===== config.mk =====
export PLATFORM = sky130hd
export DESIGN_NAME = nand_seq_ctrl
export DESIGN_NICKNAME = d
export VERILOG_FILES = /design/src/rtl/nand_seq_ctrl.sv
export SDC_FILE = /design/constraint.sdc
export NUM_CORES = 1
export LEC_CHECK = 0
export CORE_UTILIZATION = 58
export DETAILED_ROUTE_END_ITERATION = 12
export GPL_TIMING_DRIVEN = 0
export PLACE_DENSITY = 0.81
export SETUP_SLACK_MARGIN = 0.5
export SYNTH_ARGS = -nofsm -noshare
export SYNTH_HDL_FRONTEND = slang
export SYNTH_SLANG_ARGS = --single-unit

===== constraint.sdc =====
create_clock -name CLK -period 7.95 [get_ports CLK]
set_clock_uncertainty 0.15 [all_clocks]
set_input_delay 1.1925 -clock CLK [delete_from_list [all_inputs] [get_ports CLK]]
set_output_delay 1.1925 -clock CLK [all_outputs]
set_load 0.03 [all_outputs]

===== src/rtl/nand_seq_ctrl.sv =====
// NAND flash operation sequencer: drives command/address/data bus cycles for READ, PROGRAM,
// ERASE and STATUS with programmable xWE/xRE low/high times and a ready/busy timeout.
module nand_seq_ctrl #(
  parameter int unsigned TWP  = 2,
  parameter int unsigned TWH  = 1,
  parameter int unsigned TOUT = 65535
) (
  input  logic        CLK,
  input  logic        RST_N,
  input  logic        REQ,
  input  logic [1:0]  OP,
  input  logic [39:0] ADDR,
  input  logic [11:0] LEN,
  output logic        BUSY,
  output logic        DONE,
  output logic        ERR,
  input  logic [7:0]  WR_DATA,
  input  logic        WR_VALID,
  output logic        WR_READY,
  output logic [7:0]  RD_DATA,
  output logic        RD_VALID,
  output logic [7:0]  IO_OUT,
  output logic        IO_OE,
  input  logic [7:0]  IO_IN,
  input  logic        RXB,
  output logic        ALE,
  output logic        CLE,
  output logic        xCE,
  output logic        xRE,
  output logic        xWE
);

  localparam int unsigned CW = $clog2(TWP + TWH + 2);
  localparam int unsigned WW = $clog2(TOUT + 2);
  localparam logic [CW-1:0] CycTwp    = CW'(TWP);
  localparam logic [CW-1:0] CycSample = CW'(TWP - 1);
  localparam logic [CW-1:0] CycLast   = CW'(TWP + TWH - 1);
  localparam logic [WW-1:0] WaitBlank = WW'(4);
  localparam logic [WW-1:0] WaitTout  = WW'(TOUT);

  localparam logic [1:0] OpRead  = 2'b00;
  localparam logic [1:0] OpProg  = 2'b01;
  localparam logic [1:0] OpErase = 2'b10;
  localparam logic [1:0] OpStat  = 2'b11;

  typedef enum logic [3:0] {
    StIdle, StCmd, StAddr, StWdata, StRdata, StWaitRb, StStatCmd, StStatRd, StFinish
  } state_e;

  state_e        state_q, state_d;
  logic [1:0]    op_q, op_d;
  logic [39:0]   addr_q, addr_d;
  logic [11:0]   len_q, len_d;
  logic [11:0]   data_cnt_q, data_cnt_d;
  logic [2:0]    addr_cnt_q, addr_cnt_d;
  logic [CW-1:0] cyc_q, cyc_d;
  logic [WW-1:0] wait_q, wait_d;
  logic          cmd2_q, cmd2_d;
  logic          err_q, err_d;
  logic [7:0]    wdata_q, wdata_d;
  logic [7:0]    rd_data_q, rd_data_d;
  logic          rd_valid_q, rd_valid_d;
  logic          rxb_s1_q, rxb_s2_q;

  logic          hs, strobe_low, cyc_end, is_rd, bus_state;
  logic [CW-1:0] pos;
  logic [2:0]    addr_last;
  logic [7:0]    cmd_byte;

  // A data write cycle is prefixed by one handshake slot (cyc_q == 0) that stretches on stall.
  assign hs         = (state_q == StWdata) && (cyc_q == '0);
  assign pos        = (state_q == StWdata) ? cyc_q - CW'(1) : cyc_q;
  assign strobe_low = !hs && (pos < CycTwp);
  assign cyc_end    = !hs && (pos == CycLast);
  assign is_rd      = (state_q == StRdata) || (state_q == StStatRd);
  assign bus_state  = state_q inside {StCmd, StAddr, StWdata, StRdata, StStatCmd, StStatRd};
  assign addr_last  = (op_q == OpErase) ? 3'd2 : 3'd4;

  always_ff @(posedge CLK or negedge RST_N) begin
    if (!RST_N) begin
      state_q    <= StIdle;
      op_q       <= '0;
      addr_q     <= '0;
      len_q      <= '0;
      data_cnt_q <= '0;
      addr_cnt_q <= '0;
      cyc_q      <= '0;
      wait_q     <= '0;
      cmd2_q     <= 1'b0;
      err_q      <= 1'b0;
      wdata_q    <= '0;
      rd_data_q  <= '0;
      rd_valid_q <= 1'b0;
      rxb_s1_q   <= 1'b0;
      rxb_s2_q   <= 1'b0;
    end else begin
      state_q    <= state_d;
      op_q       <= op_d;
      addr_q     <= addr_d;
      len_q      <= len_d;
      data_cnt_q <= data_cnt_d;
      addr_cnt_q <= addr_cnt_d;
      cyc_q      <= cyc_d;
      wait_q     <= wait_d;
      cmd2_q     <= cmd2_d;
      err_q      <= err_d;
      wdata_q    <= wdata_d;
      rd_data_q  <= rd_data_d;
      rd_valid_q <= rd_valid_d;
      rxb_s1_q   <= RXB;
      rxb_s2_q   <= rxb_s1_q;
    end
  end

  always_comb begin
    state_d    = state_q;
    op_d       = op_q;
    addr_d     = addr_q;
    len_d      = len_q;
    data_cnt_d = data_cnt_q;
    addr_cnt_d = addr_cnt_q;
    cyc_d      = cyc_q;
    wait_d     = wait_q;
    cmd2_d     = cmd2_q;
    err_d      = err_q;
    wdata_d    = wdata_q;
    rd_data_d  = rd_data_q;
    rd_valid_d = 1'b0;

    if (bus_state) begin
      if (hs) begin
        if (WR_VALID) begin
          wdata_d = WR_DATA;
          cyc_d   = cyc_q + CW'(1);
        end
      end else if (cyc_end) begin
        cyc_d = '0;
      end else begin
        cyc_d = cyc_q + CW'(1);
      end
    end

    // Capture on the last low cycle; the pulse lands on the xRE rising cycle.
    if (is_rd && (pos == CycSample)) begin
      rd_data_d  = IO_IN;
      rd_valid_d = 1'b1;
    end

    case (state_q)
      StIdle: begin
        if (REQ) begin
          state_d    = StCmd;
          op_d       = OP;
          addr_d     = ADDR;
          len_d      = LEN;
          cmd2_d     = 1'b0;
          err_d      = 1'b0;
          addr_cnt_d = '0;
          data_cnt_d = '0;
          cyc_d      = '0;
        end
      end
      StCmd: begin
        if (cyc_end) begin
          if (cmd2_q) begin
            state_d = StWaitRb;
            wait_d  = '0;
          end else if (op_q == OpStat) begin
            state_d = StStatRd;
          end else begin
            state_d    = StAddr;
            addr_cnt_d = '0;
          end
        end
      end
      StAddr: begin
        if (cyc_end) begin
          if (addr_cnt_q == addr_last) begin
            addr_cnt_d = '0;
            data_cnt_d = '0;
            if ((op_q == OpProg) && (len_q != '0)) begin
              state_d = StWdata;
            end else begin
              state_d = StCmd;
              cmd2_d  = 1'b1;
            end
          end else begin
            addr_cnt_d = addr_cnt_q + 3'd1;
          end
        end
      end
      StWdata: begin
        if (cyc_end) begin
          if (data_cnt_q == len_q - 12'd1) begin
            state_d = StCmd;
            cmd2_d  = 1'b1;
          end else begin
            data_cnt_d = data_cnt_q + 12'd1;
          end
        end
      end
      StWaitRb: begin
        if ((wait_q >= WaitBlank) && rxb_s2_q) begin
          if (op_q != OpRead) begin
            state_d = StStatCmd;
          end else if (len_q == '0) begin
            state_d = StFinish;
          end else begin
            state_d    = StRdata;
            data_cnt_d = '0;
          end
        end else if (wait_q >= WaitTout) begin
          state_d = StFinish;
          err_d   = 1'b1;
        end else begin
          wait_d = wait_q + WW'(1);
        end
      end
      StRdata: begin
        if (cyc_end) begin
          if (data_cnt_q == len_q - 12'd1) begin
            state_d = StFinish;
          end else begin
            data_cnt_d = data_cnt_q + 12'd1;
          end
        end
      end
      StStatCmd: begin
        if (cyc_end) state_d = StStatRd;
      end
      StStatRd: begin
        if (cyc_end) begin
          state_d = StFinish;
          err_d   = (op_q != OpStat) && rd_data_q[0];
        end
      end
      StFinish: state_d = StIdle;
      default:  state_d = StIdle;
    endcase
  end

  always_comb begin
    case ({cmd2_q, op_q})
      {1'b0, OpRead}:  cmd_byte = 8'h00;
      {1'b0, OpProg}:  cmd_byte = 8'h80;
      {1'b0, OpErase}: cmd_byte = 8'h60;
      {1'b0, OpStat}:  cmd_byte = 8'h70;
      {1'b1, OpRead}:  cmd_byte = 8'h30;
      {1'b1, OpProg}:  cmd_byte = 8'h10;
      {1'b1, OpErase}: cmd_byte = 8'hD0;
      default:         cmd_byte = 8'h00;
    endcase

    BUSY     = (state_q != StIdle);
    DONE     = (state_q == StFinish);
    ERR      = (state_q == StFinish) && err_q;
    xCE      = (state_q == StIdle);
    CLE      = (state_q == StCmd) || (state_q == StStatCmd);
    ALE      = (state_q == StAddr);
    IO_OE    = state_q inside {StCmd, StAddr, StWdata, StStatCmd};
    xWE      = !(IO_OE && strobe_low);
    xRE      = !(is_rd && strobe_low);
    WR_READY = hs;
    RD_DATA  = rd_data_q;
    RD_VALID = rd_valid_q;

    case (state_q)
      StCmd:     IO_OUT = cmd_byte;
      StStatCmd: IO_OUT = 8'h70;
      StAddr:    IO_OUT = addr_q[{addr_cnt_q, 3'b000} +: 8];
      StWdata:   IO_OUT = wdata_q;
      default:   IO_OUT = 8'h00;
    endcase
  end

endmodule


* Word level (Yosys, flattened, before mapping)
Index checks and enable logic that the tools add are counted.
** Cells by class
- $add $sub $neg :: 6
- Muxes and demuxes :: 61
- $lt $le $gt $ge :: 3
- Equality and inequality tests :: 45
- Shift-type cells :: 1
- Reduce and logical (&&, ||, !) cells :: 37
** Operator list (number)
- $mux W12 :: 8
- $mux W17 :: 4
- $mux W4 :: 14
- $mux W3 :: 16
- $pmux W12 S4 :: 1
- $pmux W8 S6 :: 1
- $shiftx A40 B7 Y8 :: 1
- $ne A2 B2 Y1 const B :: 18
- $pmux W17 S2 :: 1
- $pmux W4 S8 :: 1
- $pmux W8 S4 :: 1
- $add A17 B1 Y17 const B :: 1
- $ge A17 B16 Y1 const B :: 1
- $ge A17 B3 Y1 const B :: 1
- $eq A4 B3 Y1 const B :: 4
- $add A12 B1 Y12 const B :: 1
- $eq A12 B12 Y1 :: 1
- $logic_not A12 Y1 :: 1
- $reduce_bool A12 Y1 :: 1
- $reduce_bool A4 Y1 :: 3
- $sub A12 B1 Y12 const B :: 1
- $reduce_and A11 Y1 :: 1
- $logic_and A1 B1 Y1 :: 10
- $mux W1 :: 10
- other kinds (31) :: 51
** Word-level totals
- Register bits after elaboration :: 114
- Word-level logic and storage cells :: 168
- Output and inout bits :: 27

* Depth between registers and ports, before layout
Gate-level depths: netlist of run 1.
- Word-level depth :: 9
- Gate-level depth with buffers :: 11

* Worst setup path after synthesis of run 1
Ideal clock, no wire load.
- Path type :: reg2out
- Start point :: register state_q[2]
- End point :: output port ERR
- Data required time :: 6.608 ns
- Arrival time :: 2.325 ns
- Buffers on the path :: 2
- Cell stages (with the launch flop) :: 5
- Slack :: 4.283 ns
- Path through :: dfrtp_1 > clkbuf_1 > buf_1 > nor4b_1 > and2_1
** On the way
- Cells in the longest elaborated chain, start to end :: 2
** RTL lines
- start, declared :: RTL line 50 : state_e state_q, state_d;
- start signal, assigned :: RTL line 81 : state_q <= StIdle;
- start signal, assigned :: RTL line 97 : state_q <= state_d;
- $eq A4 B4 Y1
- via DONE :: RTL line 15 : output logic DONE,
- $logic_and A1 B1 Y1 :: RTL line 256 : ERR = (state_q == StFinish) && err_q;
- end, declared :: RTL line 16 : output logic ERR,
The timed path passes the listed nets, and every way through them passes these cells.

* Worst setup path after layout of run 1
- Start point :: register state_q[1]
- End point :: output port IO_OUT[1]
** On the way
- Cells in the longest elaborated chain, start to end :: 2
** RTL lines
- $eq A4 B2 Y1 (tied with other cells) :: RTL line 267 : case (state_q)
- $pmux W8 S4 (*) :: RTL line 267
- end, declared :: RTL line 22 : output logic [7:0] IO_OUT,
Every way passes the cells marked *; elsewhere a longest branch is shown, timed or not.

==> results.json, run 1 <==
{
  "outcome": "completed",
  "regToRegSetupSlack_ns": 4.40,
  "dpl-instance-area_sq_mm": 0.00758,
  "critPathTopFamily": "buffers and inverters",
  "gr-usage-met1_pct": 36.7,
  "clock_latency_ns": 0.52,
  "busiest_layer": "met2",
  "syn_to_final_growth_pct": 28.4,
  "cts_tree": "done",
  "arrival_ns": 3.42,
  "synth_edf_count": 0,
  "synthXorXnorAreaFrac_pct": 4.12,
  "synthMuxAreaShare_pct": 16.5,
  "synth_ff_type": "dfrtp_1",
  "htree_levels": 4,
  "rsz0062_at_grt": "no",
  "final-setup-viol-count": 0,
  "detail-route-antenna-nets": 0,
  "ys_types": 67,
  "n_antenna_cell": 0,
  "cp_slowest_cell": "clkdlybuf4s50_1",
  "path_max_fanout": 10,
  "critPathBufInv": 4,
  "async_flop_share_pct": 100,
  "cp_cell_sequence": "clkbuf_1, clkbuf_1, nor2b_1, clkbuf_1, nand2_1, o21ai_0, clkdlybuf4s50_1",
  "drt-total-wl_mm": 15.9,
  "nNetsFinal": 823,
  "drtPass1Iterations": 5,
  "tns_ns": 0,
  "fmax_ghz": 0.210,
  "dieArea_sq_mm": 0.0114,
  "synth_nets": 702,
  "grt_pass1_vias": 5426,
  "tightest_slew_ns": 0.772,
  "startpoint_type": "register",
  "endpoint_kind": "output pin",
  "rows": 37,
  "post_cts_buffers": 0,
  "holdBufCountCts": 0,
  "synth_fa_ha_area_share_pct": 1.96,
  "max_slew_margin_pct": 48.6,
  "drive_above_1_share_pct": 17.1,
  "antenna_found_initial": 0,
  "drt-vias-per-instance": 6.07,
  "p_per_area_mw_per_mm2": 383,
  "routabilityCongestion": 0.924,
  "final_area_sq_mm": 0.00818,
  "ctsResizeCount": 0,
  "seq_area_frac_synth_pct": 44.8,
  "yosys_warnings": 0,
  "final_cells": 884,
  "die_w_microns": 107,
  "clk_pin_slew_ns": 0.05,
  "grt_use_total_pct": 30.1,
  "numClockSinks": 114,
  "cp.required_ns": 6.61,
  "place_inst": 855,
  "drcViolationCount": 0,
  "initial_core_util_pct": 60.7,
  "cts_root_buf": "clkbuf_8",
  "synth_seq_cells": 114,
  "io_buffers": 101,
  "cts_made_buffers": 17,
  "finalHoldViolations": 0,
  "crit_top_cell": "clkbuf_1",
  "core_sq_mm": 0.0105,
  "io_pins": 102,
  "period_needed_ns": 4.76,
  "clockBufferDepth": 2,
  "grt_pass1_wl_mm": 26.3,
  "grt_max_degree": 70,
  "overflow": 0,
  "synth_top_family_by_area": "simple AND/OR/NAND/NOR gates",
  "hpwl_mm": 11.1,
  "max_stage_delay_ns": 0.70,
  "min_period_over_period_pct": 59.9,
  "avgRoutedWirePerCell_microns": 18.0,
  "leakage_nw": 3.37,
  "hold_path_class": "register to register",
  "syn_area_sq_mm": 0.00637,
  "total_power_mw": 3.13,
  "use_met2_pct": 51.2,
  "avgSynthCellArea_sq_um": 10.3,
  "peakVddDrop_mv": 0.262,
  "maxCapViolations": 0,
  "grt_util_met3_pct": 7.78,
  "via_count": 5362,
  "drt_iter0_markers": 477,
  "slew_violations": 0,
  "synthSimpleGateAreaFrac_pct": 17.8,
  "synth_compound_area_share_pct": 11.2,
  "crit_type": "register to output pin",
  "synth_cells": 617,
  "die-height_microns": 107,
  "whs_ns": 0.201
}
synth_stat cells (8+ instances only):
cell type	instances	area [sq um]
a21oi_1	24	120
a22oi_1	8	60.1
clkbuf_1	28	105
dfrtp_1	114	2850
ha_1	10	125
inv_1	23	86.3
mux2_2	71	800
mux4_2	8	180
nand2_1	50	188
nand2b_1	9	56.3
nand3_1	11	55.1
nor2_1	43	161
nor2b_1	14	87.6
nor3_1	27	135
nor4_1	13	81.3
o21ai_0	31	155
xnor2_1	27	236
through the flow:
stage / worst slack [ns] / utilization (%)
finish: 3.19 / 77.9
global route: 3.05 / 77.9
CTS: 3.27 / 77.9
detailed placement: 3.87 / 72.1
global placement: 1.23 / 71.9
floorplan: 4.28 / -
final timing paths:
path                                        start                endpoint  depth (start not counted)
max                        state_q[1]$_DFFE_PN0P_               IO_OUT[1]                          7
max in group asynchronous                   RST_N      cyc_q[1]$_DFF_PN0_                          2
min reg2reg                    rxb_s1_q$_DFF_PN0_      rxb_s2_q$_DFF_PN0_                          0
max reg2reg                  len_q[0]$_DFFE_PN0P_  state_q[1]$_DFFE_PN0P_                         10
min                            rxb_s1_q$_DFF_PN0_      rxb_s2_q$_DFF_PN0_                          0
min in group asynchronous                   RST_N    len_q[3]$_DFFE_PN0P_                          1
worst register-to-register path: stages, from the launching register on:
cell	delay (ns)
dfrtp_1	0.44
inv_1	0.13
ha_1	0.30
or4b_2	0.66
or4_1	0.43
o22ai_1	0.16
o21ai_0	0.18
or2_1	0.28
buf_6	0.15
a21boi_4	0.23
mux2_4	0.32
sequential cells by signal, summed over array words and instances, names as in the netlist:
register / count
data_cnt_q: 12
cmd2_q: 1
wait_q: 17
op_q: 2
RD_DATA: 8
wdata_q: 8
cyc_q: 3
err_q: 1
state_q: 4
addr_q: 40
addr_cnt_q: 3
RD_VALID: 1
rxb_s1_q: 1
rxb_s2_q: 1
len_q: 12
layer usage:
metal,vias to the layer above,routed length [microns]
met5,-,0
met4,0,282
met3,29,938
met2,196,8150
met1,2666,6530
li1,2471,-
cell families (layout without fill, tap and decap cells):
family,Yosys count,in the layout
compound gates,106,106
xor+xnor,30,30
fa+ha+maj,10,10
buf+inv,57,188
flops,114,114
mux,85,85
simple gates,215,215
layout make-up:
cell class | count | area, sq um
Clock buffer | 20 | 445
Timing Repair Buffer | 102 | 1040
Tap cell | 136 | 170
Inverter | 23 | 86.3
Buffer | 34 | 146
Multi-Input combinational cell | 446 | 3290
Fill cell | 688 | 2330
Clock inverter | 9 | 156
Sequential cell | 114 | 2850
cell usage in the layout (no fill, tap or decap), types with 4 or more instances in the layout:
cell type and instances:
a21oi_1 24, or3_1 5, bufinv_16 4, nand3_1 11
clkbuf_1 29, nand2_1 50, a22oi_1 8, mux2i_1 4
nand4_1 5, mux2_2 71, clkbuf_16 16, o31ai_1 4
and2_1 5, xnor2_1 27, o211ai_1 7, nor2b_1 14
inv_1 23, mux4_2 8, ha_1 10, and3_1 7
nor2_1 43, nor4_1 13, o21ai_0 31, clkdlybuf4s50_1 100
nand2b_1 9, nor3_1 27, dfrtp_1 114
power by group:
part           switching, mW  internal [mW]
combinational          0.742          0.642
sequential             0.171          0.798
clock                  0.258          0.520
Power figures use the tool's default switching activity.
==> run 2: changes to the inputs <==
Settings changed: CORE_UTILIZATION 58 to 49, PLACE_DENSITY 0.81 to 0.73.
Clock period 7.95 ns to 4.1 ns, I/O delays scaled along.
==> results.json, run 2 (synthesized netlist as in run 1, its figures left out) <==
{
  "final_common_cell": "dfrtp_1",
  "drtPass1Iterations": 5,
  "dieArea_sq_mm": 0.0135,
  "detail-route-antenna-nets": 0,
  "via_count": 5283,
  "clockBufferDepth": 2,
  "dp_slack_ns": 0.554,
  "drt-vias-per-instance": 5.72,
  "intPower_mw": 3.87,
  "cts_tree": "done",
  "crit_type": "register to output pin",
  "finalHoldViolations": 0,
  "io_buffers": 101,
  "largest_reg_flops": 40,
  "final_cells": 924,
  "fin_ws_ns": 0.681,
  "fill_cells": 1015,
  "rsz0062_at_grt": "no",
  "routabilityCongestion": 0.898,
  "tns_ns": 0,
  "cp_slowest_cell": "clkdlybuf4s50_1",
  "final-setup-viol-count": 0,
  "peakVddDrop_mv": 0.481,
  "grt_pass1_wl_mm": 25.8,
  "leakage_nw": 3.49,
  "clock_latency_ns": 0.41,
  "pwr-share-seq_pct": 30.5,
  "grt_use_total_pct": 25.2,
  "drcViolationCount": 0,
  "path_max_fanout": 10,
  "max_stage_delay_ns": 0.61,
  "nNetsFinal": 824,
  "arrival_ns": 2.65,
  "max_slew_margin_pct": 52.8,
  "drive_above_1_share_pct": 18.8,
  "outcome": "completed",
  "initial_core_util_pct": 50.3,
  "die-height_microns": 116,
  "io_pins": 102,
  "min_period_over_period_pct": 83.4,
  "antenna_found_initial": 0,
  "rows": 41,
  "critPathTopFamily": "buffers and inverters",
  "grt_pass1_vias": 5437,
  "place_inst": 891,
  "critPathBufInv": 3,
  "clkPwrFrac_pct": 25.9,
  "syn_to_final_growth_pct": 30.2,
  "layout_common_cells": "114 x dfrtp_1, 93 x clkdlybuf4s50_1, 71 x mux2_2",
  "p_comb_share_pct": 43.5,
  "drt-total-wl_mm": 15.6,
  "switching_share_pct": 36.7,
  "cts_root_buf": "clkbuf_16",
  "drt_iter0_markers": 400,
  "hpwl_mm": 11.1,
  "whs_ns": 0.201,
  "maxCapViolations": 0,
  "core_sq_mm": 0.0127,
  "grt_max_degree": 96,
  "cts_made_buffers": 17,
  "reg.largest.list": "addr_q x40, wait_q x17",
  "p_per_area_mw_per_mm2": 737,
  "avgRoutedWirePerCell_microns": 16.9,
  "endpoint_kind": "output pin",
  "fmax_ghz": 0.292,
  "p_sw_mw": 2.25,
  "n_antenna_cell": 0,
  "cp_cell_sequence": "clkbuf_1, nor2b_1, clkbuf_2, nor3_1, nand2_1, clkdlybuf4s50_1",
  "hold_path_class": "register to register",
  "regMostFlops": "addr_q",
  "clk_pin_slew_ns": 0.05,
  "die_w_microns": 116,
  "slew_violations": 0,
  "overflow": 0,
  "period_needed_ns": 3.42,
  "htree_levels": 4,
  "startpoint_type": "register",
  "tightest_slew_ns": 0.706,
  "cp.required_ns": 3.34,
  "numClockSinks": 114
}
==> run 2: changes by cell type in the layout (fill, tap and decap cells not counted), moves of 2 or more <==
| cell | previous run | this run |
|---|---|---|
| buf_1 | 3 | 1 |
| clkbuf_1 | 29 | 24 |
| clkbuf_2 | 0 | 7 |
| clkdlybuf4s50_1 | 100 | 93 |
| clkinv_2 | 1 | 3 |
| clkinvlp_4 | 3 | 1 |
| dlygate4sd2_1 | 0 | 4 |
| dlymetal6s2s_1 | 0 | 3 |
| nor2_1 | 43 | 41 |
| nor2_2 | 1 | 3 |
==> run 2: power groups by stage <==
stage | registers, mW | logic, mW | clock network, mW
global route | 1.92 | 2.91 | 1.66
detailed placement | 1.87 | 2.64 | 0
CTS | 1.86 | 2.66 | 1.61
finish | 1.87 | 2.66 | 1.59
floorplan | 1.85 | 1.85 | 0
global placement | 1.85 | 2.57 | 0
==> run 2: final timing paths <==
path | from | cells past startpoint | to | slack [ns]
min | rxb_s1_q$_DFF_PN0_ | 0 | rxb_s2_q$_DFF_PN0_ | 0.20
min reg2reg | rxb_s1_q$_DFF_PN0_ | 0 | rxb_s2_q$_DFF_PN0_ | 0.20
min in group asynchronous | RST_N | 2 | wait_q[8]$_DFFE_PN0P_ | 0.46
max | state_q[0]$_DFFE_PN0P_ | 6 | xRE | 0.68
max in group asynchronous | RST_N | 3 | addr_q[29]$_DFFE_PN0P_ | 2.63
max reg2reg | len_q[0]$_DFFE_PN0P_ | 10 | state_q[1]$_DFFE_PN0P_ | 0.72
==> run 2: final cells by class <==
type                       count  area (sq um)  area share (%)
clock buffer                  23           488            5.88
tap                          172           215            2.59
buffer                        34           159            1.91
sequential                   114          2850            34.4
timing repair buffer         103          1050            12.7
inverter                      23          86.3            1.04
multi-input combinational    446          3300            39.7
clock inverter                 9           151            1.82
==> run 2: what timing repair did <==
| action | 4_1_cts | 5_1_grt |
|---|---|---|
| endpoints found under the hold margin | 19 | 0 |
| pin swaps | 0 | 0 |
| setup endpoints to repair | 11 | 20 |
| buffers inserted | 0 | 0 |
| gates resized for setup | 9 | 14 |
| hold buffers | 1 | 0 |
==> run 2: routing by layer <==
metal	vias up	global-route usage [%]	part of all wire, %
met3	21	6.69	5.3
met5	-	0	0
met2	171	42.7	50
met1	2614	30.8	42
li1	2477	-	-
met4	0	9.32	1.8
==> run 2: per-stage QoR <==
stage / total power [mW] / cell area [sq um] / util (%)
4_1_cts: 6.13 / 8280 / 65.4
6_report: 6.12 / 8300 / 65.5
5_1_grt: 6.48 / 8300 / 65.5
3_3_place_gp: 4.41 / 7600 / 60.0
3_5_place_dp: 4.51 / 7630 / 60.2
2_1_floorplan: 3.70 / 6370 / -
==> run 3: changes to the inputs <==
Settings changed: CORE_UTILIZATION 49 to 54, PLACE_DENSITY 0.73 to 0.76.
Clock period 4.1 ns to 3.3 ns, I/O delays scaled along.
==> results.json, run 3 (synthesized netlist as in run 1, its figures left out) <==
{
  "outcome": "completed",
  "clk_pin_slew_ns": 0.06,
  "slew_violations": 0,
  "p_per_area_mw_per_mm2": 903,
  "drcViolationCount": 0,
  "endpoint_kind": "register",
  "final_common_cell": "dfrtp_1",
  "grt_max_degree": 79,
  "max_slew_margin_pct": 59.4,
  "startpoint_type": "register",
  "tightest_slew_ns": 0.609,
  "rsz0062_at_grt": "yes",
  "cts_made_buffers": 17,
  "overflow": 0,
  "total_power_mw": 7.84,
  "finalHoldViolations": 0,
  "tns_ns": 0,
  "core_sq_mm": 0.0115,
  "hold_path_class": "register to register",
  "rows": 39,
  "whs_ns": 0.199,
  "drtPass1Iterations": 5,
  "io_pins": 102,
  "leakage_nw": 3.65,
  "clockBufferDepth": 2,
  "hpwl_mm": 11.2,
  "grt_use_total_pct": 29.2,
  "antenna_found_initial": 0,
  "routabilityCongestion": 0.878,
  "grt_pass1_wl_mm": 28.1,
  "dpl-instance-area_sq_mm": 0.00762,
  "max_stage_delay_ns": 0.51,
  "final-setup-viol-count": 0,
  "syn_to_final_growth_pct": 36.1,
  "cts_root_buf": "clkbuf_16",
  "path_max_fanout": 4,
  "cp.required_ns": 3.45,
  "via_count": 5538,
  "final_area_sq_mm": 0.00868,
  "n_antenna_cell": 0,
  "drt-vias-per-instance": 5.97,
  "clock_latency_ns": 0.42,
  "cp_cell_sequence": "buf_6, or4_4, or4_4, a2111oi_4, nand4_2, or2_1, buf_6, a21boi_4, mux2_4",
  "min_period_over_period_pct": 95.8,
  "arrival_ns": 3.31,
  "detail-route-antenna-nets": 0,
  "period_needed_ns": 3.16,
  "grt_pass1_vias": 5770,
  "reg.largest.list": "addr_q x40, wait_q x17",
  "drt_iter0_markers": 420,
  "largest_reg_flops": 40,
  "peakVddDrop_mv": 0.661,
  "die-height_microns": 111,
  "regMostFlops": "addr_q",
  "htree_levels": 4,
  "drt-total-wl_mm": 16.9,
  "die_w_microns": 111,
  "fmax_ghz": 0.316,
  "nNetsFinal": 857,
  "avgRoutedWirePerCell_microns": 18.2,
  "cp_slowest_cell": "or4_4",
  "dieArea_sq_mm": 0.0122,
  "drive_above_1_share_pct": 30.3,
  "maxCapViolations": 0,
  "numClockSinks": 114,
  "layout_common_cells": "110 x dfrtp_1, 82 x clkdlybuf4s50_1, 70 x mux2_2",
  "crit_type": "register to register",
  "cts_tree": "done",
  "io_buffers": 101,
  "initial_core_util_pct": 55.6
}
-- run 3: changes by cell type in the layout (fill, tap and decap cells not counted), moves of 5 or more --
cell,previous run,this run
a21oi_1,24,17
a21oi_2,0,7
buf_2,0,10
buf_4,2,30
buf_6,3,8
clkbuf_1,24,11
clkbuf_4,0,7
clkdlybuf4s50_1,93,82
o21ai_0,30,25
-- run 3: power by group --
part	switching [mW]	internal, mW
sequential	0.389	1.92
clock	0.697	0.983
combinational	2.01	1.83
-- run 3: area by class of cell --
cell class	instances	area, sq um
clock buffers	18	439
clock inverters	14	106
repair buffers	136	1300
well taps	143	179
plain buffers	34	216
fillers	756	2790
multi-input cells	446	3490
flip-flops and latches	114	2860
inverters	23	86.3
-- run 3: critical path, delay by kind of cell, from the launching register on --
family                 cells  cell delay (ns)
and+or+nand+nor            4             1.40
AOI/OAI and AO/OA          2             0.53
buffers and inverters      2             0.26
DFF                        1             0.38
muxes                      1             0.32
-- run 3: stage by stage --
step                      setup WS (ns)  instances  util (%)
final                             0.140        928      75.7
after global routing             0.0732        928      75.7
after CTS                         0.169        920      74.4
after detailed placement         -0.140        862      66.4
after global placement            -2.79        861      66.2
after floorplan                   0.274        617         -
-- run 3: path summary, 6_finish.rpt --
path	slack [ns]	depth (start not counted)	start	end
setup / recovery	0.14	9	len_q[3]$_DFFE_PN0P_	state_q[2]$_DFFE_PN0P_
hold / removal	0.20	0	rxb_s1_q$_DFF_PN0_	rxb_s2_q$_DFF_PN0_
setup reg to reg	0.14	9	len_q[3]$_DFFE_PN0P_	state_q[2]$_DFFE_PN0P_
hold reg to reg	0.20	0	rxb_s1_q$_DFF_PN0_	rxb_s2_q$_DFF_PN0_
max in group asynchronous	1.92	3	RST_N	wdata_q[4]$_DFFE_PN0P_
min in group asynchronous	0.40	2	RST_N	data_cnt_q[6]$_DFFE_PN0P_
-- run 3: per-layer routing --
layer,GRT usage [%],vias up,routed length [microns]
li1,-,2551,-
met4,13.4,0,473
met3,7.85,35,1030
met1,34.7,2755,6840
met2,49.4,197,8580
met5,0,-,0
-- run 3: repair_timing --
action | 4_1_cts | 5_1_grt
setup endpoints to repair | 101 | 87
buffers inserted | 25 | 7
gates resized for setup | 109 | 59
hold buffers | 1 | 0
endpoints found under the hold margin | 36 | 0
pin swaps | 15 | 10
cloned | 0 | 1
